[config.mk]
export PLATFORM = sky130hd
export DESIGN_NAME = mul_seq
export DESIGN_NICKNAME = d
export VERILOG_FILES = /design/src/rtl/mul_seq_pkg.sv /design/src/rtl/mul_cond_neg.sv /design/src/rtl/mul_seq.sv
export SDC_FILE = /design/constraint.sdc
export NUM_CORES = 1
export LEC_CHECK = 0
export ABC_AREA = 1
export CELL_PAD_IN_SITES_DETAIL_PLACEMENT = 1
export CELL_PAD_IN_SITES_GLOBAL_PLACEMENT = 1
export CORE_ASPECT_RATIO = 0.9
export CORE_UTILIZATION = 50
export DETAILED_ROUTE_END_ITERATION = 16
export DONT_BUFFER_PORTS = 1
export HOLD_SLACK_MARGIN = 0.1
export PLACE_DENSITY = 0.81
export SKIP_CTS_REPAIR_TIMING = 1
export SLEW_MARGIN = 40
export SYNTH_ARGS = -nofsm -noshare
export SYNTH_HDL_FRONTEND = slang
export SYNTH_SLANG_ARGS = --single-unit
export TNS_END_PERCENT = 50
[constraint.sdc]
create_clock -name clock -period 2.8 [get_ports clock]
set_clock_uncertainty 0.05 [all_clocks]
set_input_delay 0.84 -clock clock [delete_from_list [all_inputs] [get_ports clock]]
set_output_delay 0.84 -clock clock [all_outputs]
set_load 0.02 [all_outputs]
[src/rtl/mul_seq_pkg.sv]
`default_nettype none
// ============================================================================
//  Module      : mul_seq_pkg
//  Description : Shared types and helpers for the sequential shift-add
//                multiplier: controller state encoding and the iteration
//                counter width function.
//  Revision    : 1.0 - initial release
// ============================================================================
package mul_seq_pkg;

  // Controller states: accept operands, iterate over multiplier bits,
  // sign-correct and publish the product.
  typedef enum logic [1:0] {
    IDLE = 2'd0,
    CALC = 2'd1,
    FIX  = 2'd2
  } state_t;

  // Bits needed to hold an iteration count from w down to 0.
  function automatic int count_width(input int w);
    return $clog2(w + 1);
  endfunction

endpackage
`default_nettype wire

[src/rtl/mul_cond_neg.sv]
`default_nettype none
// ============================================================================
//  Module      : mul_cond_neg
//  Description : Combinational conditional two's-complement negation.
//                Used to take operand magnitudes and to re-apply the sign
//                to the unsigned product.
//  Revision    : 1.0 - initial release
//
//  Ports
//    in_val   in  W   value to pass through or negate
//    neg      in  1   1 = output -in_val, 0 = output in_val
//    out_val  out W   result (modulo 2^W)
// ============================================================================
module mul_cond_neg #(
  parameter int W = 11
) (
  input  logic [W-1:0] in_val,
  input  logic         neg,
  output logic [W-1:0] out_val
);

  // Negating zero yields zero, so a signed zero product never becomes
  // a "negative zero".
  assign out_val = neg ? (-in_val) : in_val;

endmodule
`default_nettype wire

[src/rtl/mul_seq.sv]
`default_nettype none
// ============================================================================
//  Module      : mul_seq
//  Description : Sequential shift-add multiplier with start/done handshake
//                and per-operation signed/unsigned mode. One multiplier bit
//                is retired per clock; add and shift share a single cycle.
//                Signed operands are reduced to magnitudes on capture and
//                the sign is re-applied once in the FIX state.
//  Revision    : 1.0 - initial release
//
//  Optional feature macro: MUL_SEQ_ACCUMULATE_EN
//    When defined, adds input acc_en; an operation captured with acc_en=1
//    adds its signed result onto the held product (wrapping).
//
//  Ports
//    clock         in  1       rising-edge clock
//    reset         in  1       asynchronous active-low reset
//    start         in  1       request, sampled only in IDLE
//    signed_mode   in  1       1 = two's-complement operands
//    multiplicand  in  W_MULTIPLICAND
//    multiplier    in  W_MULTIPLIER
//    acc_en        in  1       (MUL_SEQ_ACCUMULATE_EN only) accumulate mode
//    busy          out 1       high from CALC through FIX
//    done          out 1       one-cycle pulse, product valid
//    product       out W_MULTIPLICAND+W_MULTIPLIER, held until next done
// ============================================================================
module mul_seq
  import mul_seq_pkg::*;
#(
  parameter int W_MULTIPLICAND = 11,
  parameter int W_MULTIPLIER   = 11
) (
  input  logic                                   clock,
  input  logic                                   reset,
  input  logic                                   start,
  input  logic                                   signed_mode,
  input  logic [W_MULTIPLICAND-1:0]              multiplicand,
  input  logic [W_MULTIPLIER-1:0]                multiplier,
`ifdef MUL_SEQ_ACCUMULATE_EN
  input  logic                                   acc_en,
`endif
  output logic                                   busy,
  output logic                                   done,
  output logic [W_MULTIPLICAND+W_MULTIPLIER-1:0] product
);

  localparam int W_PRODUCT = W_MULTIPLICAND + W_MULTIPLIER;
  localparam int W_COUNT   = count_width(W_MULTIPLIER);

  // --------------------------------------------------------------------------
  // State
  // --------------------------------------------------------------------------
  state_t                      state_q,   state_d;
  logic [W_MULTIPLICAND-1:0]   mcand_q,   mcand_d;    // |multiplicand|
  logic [W_MULTIPLICAND-1:0]   acc_q,     acc_d;      // upper partial product (A)
  logic [W_MULTIPLIER-1:0]     q_q,       q_d;        // multiplier / lower product (Q)
  logic                        neg_q,     neg_d;      // result must be negated
  logic [W_COUNT-1:0]          count_q,   count_d;
  logic [W_PRODUCT-1:0]        product_q, product_d;
  logic                        done_q,    done_d;
`ifdef MUL_SEQ_ACCUMULATE_EN
  logic                        accum_q,   accum_d;
`endif

  // --------------------------------------------------------------------------
  // Operand magnitudes and result sign correction
  // --------------------------------------------------------------------------
  logic [W_MULTIPLICAND-1:0] a_mag;
  logic [W_MULTIPLIER-1:0]   b_mag;
  logic [W_PRODUCT-1:0]      signed_result;
  logic                      a_sign;
  logic                      b_sign;

  assign a_sign = signed_mode & multiplicand[W_MULTIPLICAND-1];
  assign b_sign = signed_mode & multiplier[W_MULTIPLIER-1];

  // The most negative value negates to itself, which read as unsigned is
  // exactly its magnitude 2^(W-1); no extra bit is needed.
  mul_cond_neg #(.W(W_MULTIPLICAND)) u_neg_a (
    .in_val  (multiplicand),
    .neg     (a_sign),
    .out_val (a_mag)
  );

  mul_cond_neg #(.W(W_MULTIPLIER)) u_neg_b (
    .in_val  (multiplier),
    .neg     (b_sign),
    .out_val (b_mag)
  );

  mul_cond_neg #(.W(W_PRODUCT)) u_neg_res (
    .in_val  ({acc_q, q_q}),
    .neg     (neg_q),
    .out_val (signed_result)
  );

  // --------------------------------------------------------------------------
  // Add step: the MSB of the sum plays the role of the carry register E.
  // It is consumed by the shift in the same cycle, so E is never stored.
  // --------------------------------------------------------------------------
  logic [W_MULTIPLICAND:0] sum;

  always_comb begin
    sum = {1'b0, acc_q};
    if (q_q[0]) begin
      sum = {1'b0, acc_q} + {1'b0, mcand_q};
    end
  end

  // --------------------------------------------------------------------------
  // Next-state / datapath logic
  // --------------------------------------------------------------------------
  always_comb begin
    state_d   = state_q;
    mcand_d   = mcand_q;
    acc_d     = acc_q;
    q_d       = q_q;
    neg_d     = neg_q;
    count_d   = count_q;
    product_d = product_q;
    done_d    = 1'b0;
`ifdef MUL_SEQ_ACCUMULATE_EN
    accum_d   = accum_q;
`endif

    case (state_q)
      IDLE: begin
        if (start) begin
          mcand_d = a_mag;
          q_d     = b_mag;
          neg_d   = a_sign ^ b_sign;
          acc_d   = '0;
          count_d = W_COUNT'(W_MULTIPLIER);
`ifdef MUL_SEQ_ACCUMULATE_EN
          accum_d = acc_en;
`endif
          state_d = CALC;
        end
      end

      CALC: begin
        // {E,A,Q} >> 1 after the conditional add.
        acc_d   = sum[W_MULTIPLICAND:1];
        q_d     = {sum[0], q_q[W_MULTIPLIER-1:1]};
        count_d = count_q - W_COUNT'(1);
        if (count_q == W_COUNT'(1)) begin
          state_d = FIX;
        end
      end

      FIX: begin
`ifdef MUL_SEQ_ACCUMULATE_EN
        product_d = accum_q ? (product_q + signed_result) : signed_result;
`else
        product_d = signed_result;
`endif
        done_d  = 1'b1;
        state_d = IDLE;
      end

      default: begin
        state_d = IDLE;
      end
    endcase
  end

  // --------------------------------------------------------------------------
  // Registers
  // --------------------------------------------------------------------------
  always_ff @(posedge clock or negedge reset) begin
    if (!reset) begin
      state_q   <= IDLE;
      mcand_q   <= '0;
      acc_q     <= '0;
      q_q       <= '0;
      neg_q     <= 1'b0;
      count_q   <= '0;
      product_q <= '0;
      done_q    <= 1'b0;
`ifdef MUL_SEQ_ACCUMULATE_EN
      accum_q   <= 1'b0;
`endif
    end else begin
      state_q   <= state_d;
      mcand_q   <= mcand_d;
      acc_q     <= acc_d;
      q_q       <= q_d;
      neg_q     <= neg_d;
      count_q   <= count_d;
      product_q <= product_d;
      done_q    <= done_d;
`ifdef MUL_SEQ_ACCUMULATE_EN
      accum_q   <= accum_d;
`endif
    end
  end

  assign busy    = (state_q != IDLE);
  assign done    = done_q;
  assign product = product_q;

endmodule
`default_nettype wire

==> results_tabular.tex, run 1 <==
\begin{tabular}{lr}
\hline
Metric & Value \\
\hline
\multicolumn{2}{l}{\textbf{Critical path}} \\
Data arrival, critical path & 2.23 ns \\
Setup slack of the most critical reg-to-reg path & 0.76 ns \\
Terminus of the critical flop-to-flop path & product[11] \\
R2R depth & 10 \\
Launch point of the worst reg-to-reg path & q\_q[0] \\
Endpoint class of the critical path & flip-flop \\
Endpoint required time on the critical path & 2.99 ns \\
CP max FO & 15 \\
Classification of the worst setup path & reg2reg \\
Startpoint Class & flip-flop \\
\multicolumn{2}{l}{\textbf{Die}} \\
Die footprint & 8700 um2 \\
Core Rows & 31 \\
Initial Utilization & 51.6\% \\
Placeable core region & 8070 um2 \\
Overall die width & 98.2 um \\
Io pins & 50 \\
Vertical die dimension & 88.6 um \\
\multicolumn{2}{l}{\textbf{Route}} \\
Total vias in the final route & 3826 \\
Per-cell via count in the routed design & 5.54 \\
Starting DRC count in detailed routing & 215 \\
Number of detailed-routing iterations run before antenna repair & 11 \\
Number of design rule violations left after detail routing & 7 \\
Routed Antenna Nets & 0 \\
Drt total wl & 11700 um \\
Routed length per placed instance & 17.0 um \\
\multicolumn{2}{l}{\textbf{Yosys}} \\
Count of state elements after synthesis & 63 \\
Multiplexer share of the synthesized area & 0\% \\
Post-synthesis async set-or-reset flop share & 100\% \\
Syn Inst Count & 585 \\
Cell Area, Synth & 4160 um2 \\
Main flop type after synthesis & sky130\_fd\_sc\_hd\_\_dfrtp\_1 \\
Number of flops mapped to enable cells by yosys & 0 \\
Largest family of logic cells by synthesized area & simple AND/OR/NAND/NOR gates \\
Synth Area in Adders & 5.29\% \\
Synth top area share & 37.9\% \\
Post-Syn Nets & 628 \\
Count of distinct cell types in the synthesized netlist & 38 \\
Seq/Total Area, Yosys & 37.9\% \\
Warnings, synthesis & 0 \\
Simple-gate share of the synthesized area & 31.8\% \\
Most area-hungry cell type in the Yosys netlist & sky130\_fd\_sc\_hd\_\_dfrtp\_1 \\
Top cells by area, synth & sky130\_fd\_sc\_hd\_\_dfrtp\_1 (38\%), sky130\_fd\_sc\_hd\_\_nand2\_1 (16\%), sky130\_fd\_sc\_hd\_\_nand3\_1 (6.6\%) \\
Top cells by instance count after synthesis & sky130\_fd\_sc\_hd\_\_nand2\_1 (178), sky130\_fd\_sc\_hd\_\_dfrtp\_1 (63), sky130\_fd\_sc\_hd\_\_nand3\_1 (55) \\
Average footprint of a synthesized cell & 7.12 um2 \\
Most numerous cell in the Yosys netlist & sky130\_fd\_sc\_hd\_\_nand2\_1 \\
Post-Synth XOR/XNOR Area & 3.79\% \\
Share of the synthesized area in compound gates (AO/OA/AOI/OAI) & 13.4\% \\
\multicolumn{2}{l}{\textbf{Finish}} \\
Layout cell share with drive strength beyond 1 & 8.11\% \\
Number of antenna repair diodes & 0 \\
Final cell count without fillers & 691 \\
Area added between synthesis and finish & 6.91\% \\
Total Nets Final & 630 \\
\multicolumn{2}{l}{\textbf{Pwr}} \\
Leakage & 2.24 nW \\
Register share of total power & 34.9\% \\
Power Dens Cells & 1310 nW/um2 \\
Worst ir drop on vdd & 0.659 mV \\
Switching power & 2.97 mW \\
Share of total power in combinational logic & 49.9\% \\
Clock group share of total power & 15.2\% \\
Total internal power & 2.86 mW \\
Switching part of the total power & 51.0\% \\
\multicolumn{2}{l}{\textbf{Timing}} \\
Final hold violation count & 0 \\
Period utilisation layout & 73.0\% \\
Final setup violation count & 0 \\
RSZ-0062 raised after global routing & false \\
Final Max Slew Viols & 0 \\
Sum of negative setup slack & 0 ns \\
Worst Tran Pin Value & 0.676 ns \\
Relative max-transition margin & 54.9\% \\
Maximum operating frequency & 489 MHz \\
Tightest hold margin & 0.131 ns \\
Period minus WS final & 2.04 ns \\
\multicolumn{2}{l}{\textbf{Global routing}} \\
Total overflow reported by the global router & 0 \\
Initial antenna violation count & 0 \\
Overall routing resource usage & 29.3\% \\
Number of global-route vias before repair & 3949 \\
Wire length of the first global-routing pass & 19700 um \\
Pin count of the biggest net entering global routing & 64 \\
\multicolumn{2}{l}{\textbf{Clock network}} \\
CTS max path bufs & 2 \\
Clock latency at the later pin of the worst-skew pair & 0.35 ns \\
Clock tree root buffer cell & sky130\_fd\_sc\_hd\_\_clkbuf\_8 \\
Count of clock tree sinks & 63 \\
CTS buffer count & 9 \\
Clock tree from TritonCTS & yes \\
CTS clock-pin slew for the worst setup and hold paths & 0.08 ns \\
Deepest level of the CTS H-tree & 3 \\
\multicolumn{2}{l}{\textbf{Status}} \\
Status & finished with violations \\
Violated checks & design-rule violations \\
\multicolumn{2}{l}{\textbf{Place}} \\
Placed Cells incl. Taps & 675 \\
RD Place Congestion & 0.838 \\
Half-perimeter wire length after detailed placement & 8970 um \\
Number of I/O port buffers & 0 \\
\multicolumn{2}{l}{\textbf{Flow run}} \\
Count of max-cap constraint violations & 0 \\
\multicolumn{2}{l}{\textbf{Hold path}} \\
Worst hold path class & in2async \\
\hline
\end{tabular}
==> stage by stage <==
stage / worst slack (ns) / power, mW / util [%] / cell area [um2]
floorplan: 1.01 / 4.14 / - / 4160
global placement: 0.867 / 4.82 / 52.6 / 4240
detailed placement: 0.819 / 4.94 / 52.6 / 4240
CTS: 0.785 / 5.85 / 55.2 / 4450
global route: 0.643 / 6.38 / 55.2 / 4450
finish: 0.757 / 5.83 / 55.2 / 4450
==> placed cells by master, fill, tap and decap left out, drive strengths merged, types with 2 or more instances in the layout <==
cell type	n
xor2	15
xnor2	3
nand2	183
clkbuf	9
a21oi	24
o211ai	3
nand4	8
bufinv	2
o221ai	2
nor3	3
clkinv	4
o21ai	48
nand3	56
buf	4
inv	67
a22oi	11
nor2	56
o22ai	2
or2	3
dfrtp	63
ha	16
a31oi	5
==> metal layers <==
layer | global-route usage [%] | part of all wire [%] | vias up
li1 | - | - | 1905
met1 | 39.7 | 51 | 1838
met2 | 48.8 | 45 | 73
met3 | 4.82 | 3.4 | 10
met4 | 8.41 | 1.1 | 0
met5 | 0 | 0 | -
==> sequential cells by signal, indices dropped and copies added, names as in the netlist <==
| signal | flops |
|---|---|
| acc_q | 11 |
| count_q | 4 |
| done | 1 |
| mcand_q | 11 |
| neg_q | 1 |
| product | 22 |
| q_q | 11 |
| state_q | 2 |
==> cell type report <==
type | count | area [um2]
clock buffer | 9 | 124
clock inverter | 7 | 87.6
fill | 1068 | 3620
inverter | 67 | 251
multi-input combinational | 442 | 2260
sequential | 63 | 1580
tap | 99 | 124
timing repair buffer | 4 | 30.0
==> cells by family after synthesis <==
| group | Yosys count |
|---|---|
| DFF | 63 |
| buffers and inverters | 80 |
| adders and majority gates | 17 |
| AOI/OAI and AO/OA | 97 |
| xor gates and xnor gates | 18 |
| and+or+nand+nor | 310 |
==> power groups by stage <==
stage                     logic, mW  registers [mW]  clock network [mW]
final                          2.91            2.04               0.886
after CTS                      2.92            2.03               0.900
after detailed placement       2.90            2.04                   0
after global routing           3.36            2.10               0.927
after floorplan                2.34            1.81                   0
after global placement         2.80            2.02                   0
==> worst max-delay path, cell delays in order, from the launching register on <==
cell and delay [ns]:
sky130_fd_sc_hd__dfrtp_1 0.55, sky130_fd_sc_hd__inv_2 0.32, sky130_fd_sc_hd__nand3_2 0.13, sky130_fd_sc_hd__nand2_2 0.13
sky130_fd_sc_hd__nand2_4 0.10, sky130_fd_sc_hd__nor2_8 0.20, sky130_fd_sc_hd__inv_2 0.05, sky130_fd_sc_hd__nor2_1 0.09
sky130_fd_sc_hd__nand2_1 0.06, sky130_fd_sc_hd__nand3_1 0.17, sky130_fd_sc_hd__nand2_1 0.07
==> worst max path at each step <==
stage	cells after the start	endpoint	from	slack, ns
6_report	10	product[11]	q_q[0]	0.76
5_1_grt	11	acc_q[5]	mcand_q[0]	0.64
4_1_cts	10	product[11]	q_q[0]	0.78
3_5_place_dp	8	mcand_q[6]	multiplicand[0]	0.82
3_3_place_gp	8	mcand_q[6]	multiplicand[0]	0.87
2_1_floorplan	8	mcand_q[6]	multiplicand[0]	1.01
No activity file was read; power rests on OpenSTA's default activity.
==> inputs of run 2 (changes only) <==
Settings changed: CORE_UTILIZATION 50 to 46, PLACE_DENSITY 0.81 to 0.75.
Clock period 2.8 ns to 1.89 ns, I/O delays scaled along.
==> run 2 against run 1 <==
Effect of this change:
- the run ends with negative hold slack left
- largest power group unchanged
- critical path type unchanged
- sequential power increased by 41%
- clock power up 33%
- worst hold slack got worse by 0.28 ns
- via count up 4.5%
- design area increased by 3.9%
- global-route usage decreased by 1.6 points
==> results_tabular.tex, run 2 (synthesized netlist as in run 1, its figures left out) <==
\begin{tabular}{lr}
\hline
Metric & Value \\
\hline
\multicolumn{2}{l}{\textbf{Finish}} \\
Area of the multi-input gates & 2300 um2 (+1.9\%) \\
Total Nets Final & 647 (+2.7\%) \\
Commonest non-fill, non-tap cell in the layout & sky130\_fd\_sc\_hd\_\_nand2\_1 \\
Area used by sequential logic in the layout & 1580 um2 (unchanged) \\
Area added between synthesis and finish & 11.1\% \\
Final cell count without fillers & 728 (+5.4\%) \\
Flip-flop count of the largest register after layout & 22 (unchanged) \\
Number of antenna repair diodes & 0 (unchanged) \\
Highest-count cells in the layout ignoring fill and taps & sky130\_fd\_sc\_hd\_\_nand2\_1 (177), sky130\_fd\_sc\_hd\_\_dfrtp\_1 (63), sky130\_fd\_sc\_hd\_\_inv\_1 (54), sky130\_fd\_sc\_hd\_\_nand3\_1 (54), sky130\_fd\_sc\_hd\_\_nor2\_1 (48) \\
Final design utilization & 53.2\% (-2.0 points) \\
Filler cells & 1144 (+7.1\%) \\
Layout cell share with drive strength beyond 1 & 12.2\% (+4.0 points) \\
\multicolumn{2}{l}{\textbf{Critical path}} \\
Startpoint Class & flip-flop \\
CP max FO & 3 (-12) \\
Terminus of the critical flop-to-flop path & acc\_q[5] \\
Data arrival, critical path & 1.95 ns (-0.28 ns) \\
Classification of the worst setup path & reg2reg \\
Setup slack of the most critical reg-to-reg path & 0.12 ns (-0.63 ns) \\
Launch point of the worst reg-to-reg path & acc\_q[0] \\
Endpoint required time on the critical path & 2.08 ns (-0.91 ns) \\
Endpoint class of the critical path & flip-flop \\
R2R depth & 11 (+1) \\
\multicolumn{2}{l}{\textbf{Route}} \\
Number of design rule violations left after detail routing & 0 (-7) \\
Highest Signal Layer & met4 \\
Number of detailed-routing iterations run before antenna repair & 4 (-7) \\
Routed length per placed instance & 16.6 um (-2.2\%) \\
Routed Antenna Nets & 0 (unchanged) \\
Starting DRC count in detailed routing & 179 (-17\%) \\
Metal2 WL & 5500 um (+4.9\%) \\
Total vias in the final route & 3999 (+4.5\%) \\
Per-cell via count in the routed design & 5.49 (-0.79\%) \\
Detailed-routed wire length on met3 & 467 um (+19\%) \\
Wire length on met1 & 6010 um (+0.96\%) \\
Drt total wl & 12100 um (+3.1\%) \\
\multicolumn{2}{l}{\textbf{Place}} \\
Worst slack at placement & 0.0154 ns (-0.804 ns) \\
Half-perimeter wire length after detailed placement & 9360 um (+4.3\%) \\
RD Place Congestion & 0.802 (-4.3\%) \\
Number of I/O port buffers & 0 (unchanged) \\
Placed Cells incl. Taps & 712 (+5.5\%) \\
\multicolumn{2}{l}{\textbf{Status}} \\
Violated checks & negative hold slack \\
Status & finished with violations \\
\multicolumn{2}{l}{\textbf{Global routing}} \\
Wire length of the first global-routing pass & 20000 um (+1.6\%) \\
Number of global-route vias before repair & 4173 (+5.7\%) \\
Initial antenna violation count & 0 (unchanged) \\
Overall routing resource usage & 27.7\% (-1.6 points) \\
Total overflow reported by the global router & 0 (unchanged) \\
Pin count of the biggest net entering global routing & 64 (unchanged) \\
\multicolumn{2}{l}{\textbf{Clock network}} \\
Deepest level of the CTS H-tree & 3 (unchanged) \\
CTS max path bufs & 2 (unchanged) \\
CTS clock-pin slew for the worst setup and hold paths & 0.08 ns (about the same) \\
Clock latency at the later pin of the worst-skew pair & 0.35 ns (about the same) \\
Clock tree root buffer cell & sky130\_fd\_sc\_hd\_\_clkbuf\_8 \\
Clock tree from TritonCTS & yes \\
Count of clock tree sinks & 63 (unchanged) \\
CTS buffer count & 9 (unchanged) \\
\multicolumn{2}{l}{\textbf{Timing}} \\
Period utilisation layout & 93.5\% (+21 points) \\
Final hold violation count & 63 (+63) \\
Period minus WS final & 1.77 ns (-0.277 ns) \\
Relative max-transition margin & 68.6\% (+14 points) \\
RSZ-0062 raised after global routing & true \\
Worst Setup Slack, final & 0.123 ns (-0.633 ns) \\
Maximum operating frequency & 566 MHz (+16\%) \\
Final setup violation count & 0 (unchanged) \\
Final Max Slew Viols & 0 (unchanged) \\
Tightest hold margin & -0.145 ns (-0.276 ns) \\
Worst Tran Pin Value & 0.466 ns (-0.210 ns) \\
\multicolumn{2}{l}{\textbf{Pwr}} \\
Clock group share of total power & 13.1\% (-2.1 points) \\
Total power & 9.00 mW (+54\%) \\
Power Dens Cells & 1950 nW/um2 (+49\%) \\
Leakage & 2.31 nW (+3.2\%) \\
Total internal power & 4.42 mW (+55\%) \\
Switching power & 4.58 mW (+54\%) \\
Worst ir drop on vdd & 0.908 mV (+38\%) \\
Register share of total power & 31.9\% (-3.0 points) \\
Switching part of the total power & 50.9\% (-0.066 points) \\
Share of total power in combinational logic & 55.0\% (+5.1 points) \\
\multicolumn{2}{l}{\textbf{Die}} \\
Initial Utilization & 47.9\% (-3.7 points) \\
Overall die width & 102 um (+4.2\%) \\
Die footprint & 9440 um2 (+8.5\%) \\
Placeable core region & 8690 um2 (+7.7\%) \\
Core Rows & 32 (+3.2\%) \\
Vertical die dimension & 92.3 um (+4.2\%) \\
Io pins & 50 (unchanged) \\
\multicolumn{2}{l}{\textbf{Hold path}} \\
Worst hold path class & in2async \\
\multicolumn{2}{l}{\textbf{Flow run}} \\
Count of max-cap constraint violations & 0 (unchanged) \\
\hline
\end{tabular}
run 2: changes by cell type in the layout (fill, tap and decap cells not counted), sizes merged:
cell    change
buf        +17
clkbuf      +1
bufinv      -1
run 2: power by group through the flow:
stage	sequential, mW	combinational [mW]	clock, mW
after detailed placement	2.88	4.76	0
after global routing	2.97	5.61	1.24
after floorplan	2.68	3.46	0
after global placement	2.84	4.55	0
after CTS	2.86	4.81	1.19
final	2.88	4.95	1.18
run 2: worst max-delay path by stage:
stage	cells after the start	slack, ns	end	from
2_1_floorplan	11	0.12	acc_q[5]	mcand_q[0]
3_3_place_gp	11	0.06	acc_q[5]	acc_q[0]
5_1_grt	9	-0.02	acc_q[9]	mcand_q[5]
3_5_place_dp	11	0.02	acc_q[5]	acc_q[0]
4_1_cts	11	0.007	acc_q[5]	acc_q[0]
6_report	11	0.12	acc_q[5]	acc_q[0]
run 2: layout make-up:
cell class | instances | share of cell area (%)
tap | 119 | 3.22
sequential | 63 | 34.1
inverter | 67 | 5.44
timing repair buffer | 21 | 3.41
clock inverter | 6 | 1.33
multi-input combinational | 442 | 49.8
clock buffer | 10 | 2.76
run 2: stage by stage:
step / cell area, um2 / TNS [ns]
4_1_cts: 4580 / 0
6_report: 4620 / 0
2_1_floorplan: 4160 / 0
3_5_place_dp: 4390 / 0
3_3_place_gp: 4390 / 0
5_1_grt: 4620 / -0.0329
run 2: per-layer routing:
layer  global-route usage [%]  vias to the layer above
li1                         -                     1951
met1                     38.2                     1942
met2                     44.7                       93
met3                     4.57                       13
met4                     7.02                        0
met5                        0                        -
run 2: critical path, cell delays in order (launching register included):
cell	delay, ns
sky130_fd_sc_hd__dfrtp_1	0.42
sky130_fd_sc_hd__ha_4	0.19
sky130_fd_sc_hd__fa_2	0.35
sky130_fd_sc_hd__nand2_2	0.07
sky130_fd_sc_hd__nand3_1	0.09
sky130_fd_sc_hd__and2_4	0.16
sky130_fd_sc_hd__nand2_1	0.07
sky130_fd_sc_hd__nand2_1	0.05
sky130_fd_sc_hd__nand2_1	0.05
sky130_fd_sc_hd__nand3_1	0.06
sky130_fd_sc_hd__nand2_1	0.06
sky130_fd_sc_hd__nand2_1	0.04
